### config.mk
export PLATFORM = sky130hd
export DESIGN_NAME = uart_tx_frame_gen
export DESIGN_NICKNAME = d
export VERILOG_FILES = /design/src/rtl/uart_tx_frame_gen.sv
export SDC_FILE = /design/constraint.sdc
export NUM_CORES = 1
export LEC_CHECK = 0
export BUFFER_PORTS_ARGS = -buffer_cell sky130_fd_sc_hd__buf_2
export CAP_MARGIN = 30
export CORE_MARGIN = 2
export CORE_UTILIZATION = 30
export DETAILED_ROUTE_END_ITERATION = 10
export GPL_ROUTABILITY_DRIVEN = 0
export PLACE_DENSITY_LB_ADDON = 0.25
export SYNTH_ARGS = -nofsm -noshare
export SYNTH_HDL_FRONTEND = slang
export SYNTH_SLANG_ARGS = --single-unit
export TNS_END_PERCENT = 20
### constraint.sdc
create_clock -name clk -period 4.7 [get_ports clk]
set_clock_uncertainty 0.15 [all_clocks]
set_input_delay 0.705 -clock clk [delete_from_list [all_inputs] [get_ports clk]]
set_output_delay 0.705 -clock clk [all_outputs]
set_load 0.01 [all_outputs]
### src/rtl/uart_tx_frame_gen.sv
// UART transmit serialiser: pops bytes from the TX FIFO and emits start/data/parity/stop frames on tx.
// Latency: pop and the start bit begin on the first baud_pulse with data and CTS; tx lags the internal bit by 1 clk.
// Backpressure: a frame starts only when fifo_empty=0 and cts_n=0; frames in flight always complete; FIFO read is a 1-clk pop.
module uart_tx_frame_gen #(
  parameter int OVS    = 16,   // baud_pulse ticks per bit time; even, >= 4
  parameter int DATA_W = 8     // FIFO width; must be >= 8, frames use the low 5..8 bits
) (
  input  logic              clk,
  input  logic              rst,
  input  logic              baud_pulse,
  input  logic [1:0]        wls,
  input  logic              stb,
  input  logic              pen,
  input  logic              eps,
  input  logic              sticky_parity,
  input  logic              set_break,
  input  logic              cts_n,
  input  logic              fifo_empty,
  input  logic [DATA_W-1:0] din,
  output logic              pop,
  output logic              tx,
  output logic              sreg_empty,
  output logic              busy
);

  localparam int CNT_W = $clog2(2 * OVS);
  localparam logic [CNT_W-1:0] TC_ONE  = CNT_W'(OVS - 1);
  localparam logic [CNT_W-1:0] TC_HALF = CNT_W'((3 * OVS) / 2 - 1);
  localparam logic [CNT_W-1:0] TC_TWO  = CNT_W'(2 * OVS - 1);

  localparam logic [2:0] S_IDLE   = 3'd0;
  localparam logic [2:0] S_START  = 3'd1;
  localparam logic [2:0] S_DATA   = 3'd2;
  localparam logic [2:0] S_PARITY = 3'd3;
  localparam logic [2:0] S_STOP   = 3'd4;

  logic [2:0]       state_q, state_d;
  logic [CNT_W-1:0] tick_q, tick_d;
  logic [2:0]       bit_q, bit_d;
  logic [7:0]       data_q, data_d;    // shifted right as bits go out
  logic [1:0]       wls_q, wls_d;
  logic             pen_q, pen_d;
  logic             stb_q, stb_d;
  logic             par_q, par_d;      // parity bit resolved when the frame is loaded
  logic             tx_data_q, tx_data_d;
  logic             pop_q, pop_d;
  logic             tx_q;

  logic [7:0]       load_mask;
  logic             load_par;
  logic [2:0]       last_bit;
  logic [CNT_W-1:0] term_cnt;
  logic             bit_end;
  logic             can_load;

  // Frame-independent decode: parity of the incoming byte and terminal count of the current bit
  always_comb begin
    case (wls)
      2'b00:   load_mask = 8'h1F;
      2'b01:   load_mask = 8'h3F;
      2'b10:   load_mask = 8'h7F;
      default: load_mask = 8'hFF;
    endcase
    if (sticky_parity) load_par = ~eps;
    else if (eps)      load_par = ^(din[7:0] & load_mask);
    else               load_par = ~^(din[7:0] & load_mask);

    last_bit = 3'd4 + {1'b0, wls_q};
    if (state_q != S_STOP || !stb_q) term_cnt = TC_ONE;
    else if (wls_q == 2'b00)         term_cnt = TC_HALF;
    else                             term_cnt = TC_TWO;
    bit_end  = (tick_q == term_cnt);
    can_load = !fifo_empty && !cts_n;
  end

  // Next-state logic; everything except pop advances only on baud_pulse
  always_comb begin
    state_d   = state_q;
    tick_d    = tick_q;
    bit_d     = bit_q;
    data_d    = data_q;
    wls_d     = wls_q;
    pen_d     = pen_q;
    stb_d     = stb_q;
    par_d     = par_q;
    tx_data_d = tx_data_q;
    pop_d     = 1'b0;
    if (baud_pulse) begin
      if (state_q != S_IDLE) tick_d = bit_end ? '0 : tick_q + 1'b1;
      case (state_q)
        S_IDLE: begin
          if (can_load) state_d = S_START;
        end
        S_START: begin
          if (bit_end) begin
            state_d   = S_DATA;
            bit_d     = 3'd0;
            tx_data_d = data_q[0];
          end
        end
        S_DATA: begin
          if (bit_end) begin
            if (bit_q == last_bit) begin
              state_d   = pen_q ? S_PARITY : S_STOP;
              tx_data_d = pen_q ? par_q : 1'b1;
            end else begin
              bit_d     = bit_q + 3'd1;
              data_d    = data_q >> 1;
              tx_data_d = data_q[1];
            end
          end
        end
        S_PARITY: begin
          if (bit_end) begin
            state_d   = S_STOP;
            tx_data_d = 1'b1;
          end
        end
        S_STOP: begin
          if (bit_end) begin
            state_d   = can_load ? S_START : S_IDLE;
            tx_data_d = 1'b1;
          end
        end
        default: begin
          state_d   = S_IDLE;
          tx_data_d = 1'b1;
        end
      endcase
      // Frame load from idle or straight out of a finished stop bit (no idle gap)
      if (state_d == S_START && (state_q == S_IDLE || state_q == S_STOP)) begin
        pop_d     = 1'b1;
        data_d    = din[7:0];
        wls_d     = wls;
        pen_d     = pen;
        stb_d     = stb;
        par_d     = load_par;
        tick_d    = '0;
        bit_d     = 3'd0;
        tx_data_d = 1'b0;
      end
    end
  end

  // State registers with synchronous reset; tx is the registered line with break override
  always_ff @(posedge clk) begin
    if (rst) begin
      state_q   <= S_IDLE;
      tick_q    <= '0;
      bit_q     <= 3'd0;
      data_q    <= 8'h00;
      wls_q     <= 2'b00;
      pen_q     <= 1'b0;
      stb_q     <= 1'b0;
      par_q     <= 1'b0;
      tx_data_q <= 1'b1;
      pop_q     <= 1'b0;
      tx_q      <= 1'b1;
    end else begin
      state_q   <= state_d;
      tick_q    <= tick_d;
      bit_q     <= bit_d;
      data_q    <= data_d;
      wls_q     <= wls_d;
      pen_q     <= pen_d;
      stb_q     <= stb_d;
      par_q     <= par_d;
      tx_data_q <= tx_data_d;
      pop_q     <= pop_d;
      tx_q      <= tx_data_q & ~set_break;
    end
  end

  assign pop        = pop_q;
  assign tx         = tx_q;
  assign sreg_empty = (state_q == S_IDLE);
  assign busy       = ~sreg_empty;

endmodule

==> impl_metrics.csv <==
group,metric,value,unit
outcome,status,"finished clean",
synthesis,post-synth-top-area-cell,"dfxtp_1",
floorplanning,die_width,75.0,um
setup_path,path_cells,"ha_1 -> nand4b_2 -> a21oi_1 -> a2bb2oi_2 -> o2111ai_4 -> or3b_1 -> a21oi_1",
floorplanning,core_area,4790,um^2
setup_path,crit_required,4760,ps
synthesis,synth-edff-count,0,
global_route,grt_usage,13.4,%
layout,layout-drive-gt1-share,17.1,%
clock_tree,cts_resized,0,
setup_path,critPathArrivalTime,2660,ps
routing,drtIter0Drc,66,
clock_tree,cts_tree,"yes",
hold_path,hold_class,"register to register",
routing,viasPerCell,5.19,
timing,fin_crit_sh,55.2,%
global_route,grt_pass1_vias,1186,
timing,slew_headroom,60.3,%
clock_tree,cts-root-buf,"clkbuf_8",
global_route,grt_max_degree,19,
setup_path,crit_fanout,18,
synthesis,syn-instance-count,173,
timing,finalMaxSlewViolations,0,
routing,wl_met3,107,um
synthesis,yosys-top-cells-area,"dfxtp_1 36%, nor2_1 5.0%, a21oi_1 4.3%",
synthesis,ys_types,50,
routing,top_layer_used,"met4",
timing,fmax,0.385,GHz
layout,area_growth,14.2,%
synthesis,synth_ff_type,"dfxtp_1",
clock_tree,cts_buffers,3,
clock_tree,clk_pin_slew,100,ps
global_route,grt_overflow,0,
setup_path,crit_type,"register to register",
layout,final_nets,216,
synthesis,ys_seq_area_share,35.8,%
layout,insertedDiodeCount,0,
routing,vias,1350,
routing,wirelength,3530,um
timing,setup_viol,0,
placed_design,place_area,1680,um^2
synthesis,synthArstFlopShare,0,%
routing,first_pass_iters,4,
layout,fin_area,1730,um^2
clock_tree,cts_buffer_depth,2,
hold_path,min-delay-start,"tx_data_q$_SDFFE_PP1P_",
synthesis,ys_seq_elements,27,
placed_design,hpwl,2550,um
clock_tree,hold_buffers,0,
synthesis,syn-cell-area,1510,um^2
timing,fin_setup_tns,0,ps
timing,finalHoldViolations,0,
setup_path,crit_top_cell,"a21oi_1",
flow_run,maxCapViolations,0,
timing,rsz0062_at_grt,"false",
routing,met1_length,1830,um
global_route,antenna_found_initial,0,
setup_path,end_kind,"register",
timing,fin_crit,2600,ps
synthesis,syn_nets,195,
floorplanning,floorplan.rows,25,
synthesis,yosys_warnings,0,
clock_tree,htreeDepth,1,
placed_design,port_buffers,23,
setup_path,slowest_stage,"or3b_1",
power,p_leak,0.723,nW
routing,wl_per_cell,13.6,um
floorplanning,die_height,75.0,um
setup_path,max_stage_delay,450,ps
synthesis,syn_area_per_cell,8.74,um^2
floorplanning,ios,24,
power,irDropWorstVdd,0.161,mV
layout,final_cell_mix,"27 x dfxtp_1, 23 x buf_2, 20 x nor2_1, 13 x a21oi_1",
routing,antenna_left,0,
power,p_per_area,268,nW/um^2
floorplanning,initial_core_util,31.6,%
timing,worst-slew-pin-transition,595,ps
clock_tree,clkLatencyLatePin,280,ps
setup_path,r2r_start,"tick_q[0]$_SDFFE_PP0P_",
setup_path,cp-start-kind,"register",
routing,wl_met2,1570,um
global_route,grt_pass1_wl,5800,um
routing,drc,0,
setup_path,startpoint,"tick_q[0]$_SDFFE_PP0P_",
floorplanning,die_area,5620,um^2
clock_tree,post-cts-setup-buffers,0,
clock_tree,clock_sinks,27,
synthesis,synth_top_area_share,35.8,%
layout,final_common_cell,"dfxtp_1",
[critical path, delay by kind of cell (launching register included)]
| kind | cells | cell delay (ps) |
|---|---|---|
| AOI/OAI and AO/OA | 4 | 1070 |
| and+or+nand+nor | 2 | 680 |
| DFF | 1 | 380 |
| adders and majority gates | 1 | 240 |
[report_power, final]
group          total, mW  internal [mW]  leakage, nW  switching (mW)
clock              0.136         0.0595       0.0255          0.0762
combinational     0.0792         0.0368        0.477          0.0424
sequential         0.247          0.239        0.220         0.00816
total              0.462          0.336        0.723           0.127
[Yosys cell counts (4+ instances only)]
library cell and instances:
a21oi_1 13, clkbuf_1 4, dfxtp_1 27, inv_1 10, mux2i_1 6, nand2_1 10
nand3_1 4, nor2_1 20, nor3_1 4, o21ai_0 6, o21ai_1 4, o221a_1 5
xnor2_1 6
[state kept, by name, summed over array words and instances, names as in the netlist]
signal	flops
data_q	8
bit_q	3
stb_q	1
par_q	1
state_q	3
pop	1
tx	1
pen_q	1
wls_q	2
tick_q	5
tx_data_q	1
[final cells by class]
cell class / instances / area, um^2
fill: 519 / 3060
clock buffer: 3 / 41.3
tap: 67 / 83.8
inverter: 11 / 41.3
sequential: 27 / 541
timing repair buffer: 23 / 115
clock inverter: 1 / 5.00
multi-input combinational: 128 / 900
[per-layer routing]
| layer | global-route usage [%] | up-vias |
|---|---|---|
| li1 | - | 680 |
| met1 | 19.1 | 640 |
| met2 | 21.0 | 28 |
| met3 | 2.81 | 2 |
| met4 | 2.98 | 0 |
| met5 | 0 | - |
[per-stage QoR]
step | instances | setup WS, ps | hold slack, ps | power, mW | utilization [%]
6_report | 260 | 2100 | 327 | 0.462 | 36.1
5_1_grt | 260 | 1910 | 363 | 0.486 | 36.1
4_1_cts | 260 | 2110 | 336 | 0.469 | 36.1
3_5_place_dp | 256 | 2030 | 320 | 0.332 | 35.1
3_3_place_gp | 256 | 2070 | 308 | 0.332 | 35.1
2_1_floorplan | 173 | 2470 | 282 | 0.308 | -
[path summary, 6_finish.rpt]
check             depth (start not counted)                 end  slack, ps
setup / recovery                          7  par_q$_SDFFE_PP0P_       2100
hold / removal                            2       tx$_SDFF_PP1_        330
setup reg to reg                          7  par_q$_SDFFE_PP0P_       2100
hold reg to reg                           2       tx$_SDFF_PP1_        330
[cell families (layout without fill, tap and decap cells)]
logic type / count (synthesis) / count (layout) / synth area share [%]
and+or+nand+nor: 54 / 54 / 19.0
xor gates and xnor gates: 10 / 10 / 6.71
AOI/OAI and AO/OA: 56 / 56 / 28.2
DFF: 27 / 27 / 35.8
buffers and inverters: 18 / 38 / 4.72
adders and majority gates: 2 / 2 / 1.66
muxes: 6 / 6 / 3.97
No activity file was read; power rests on OpenSTA's default activity.
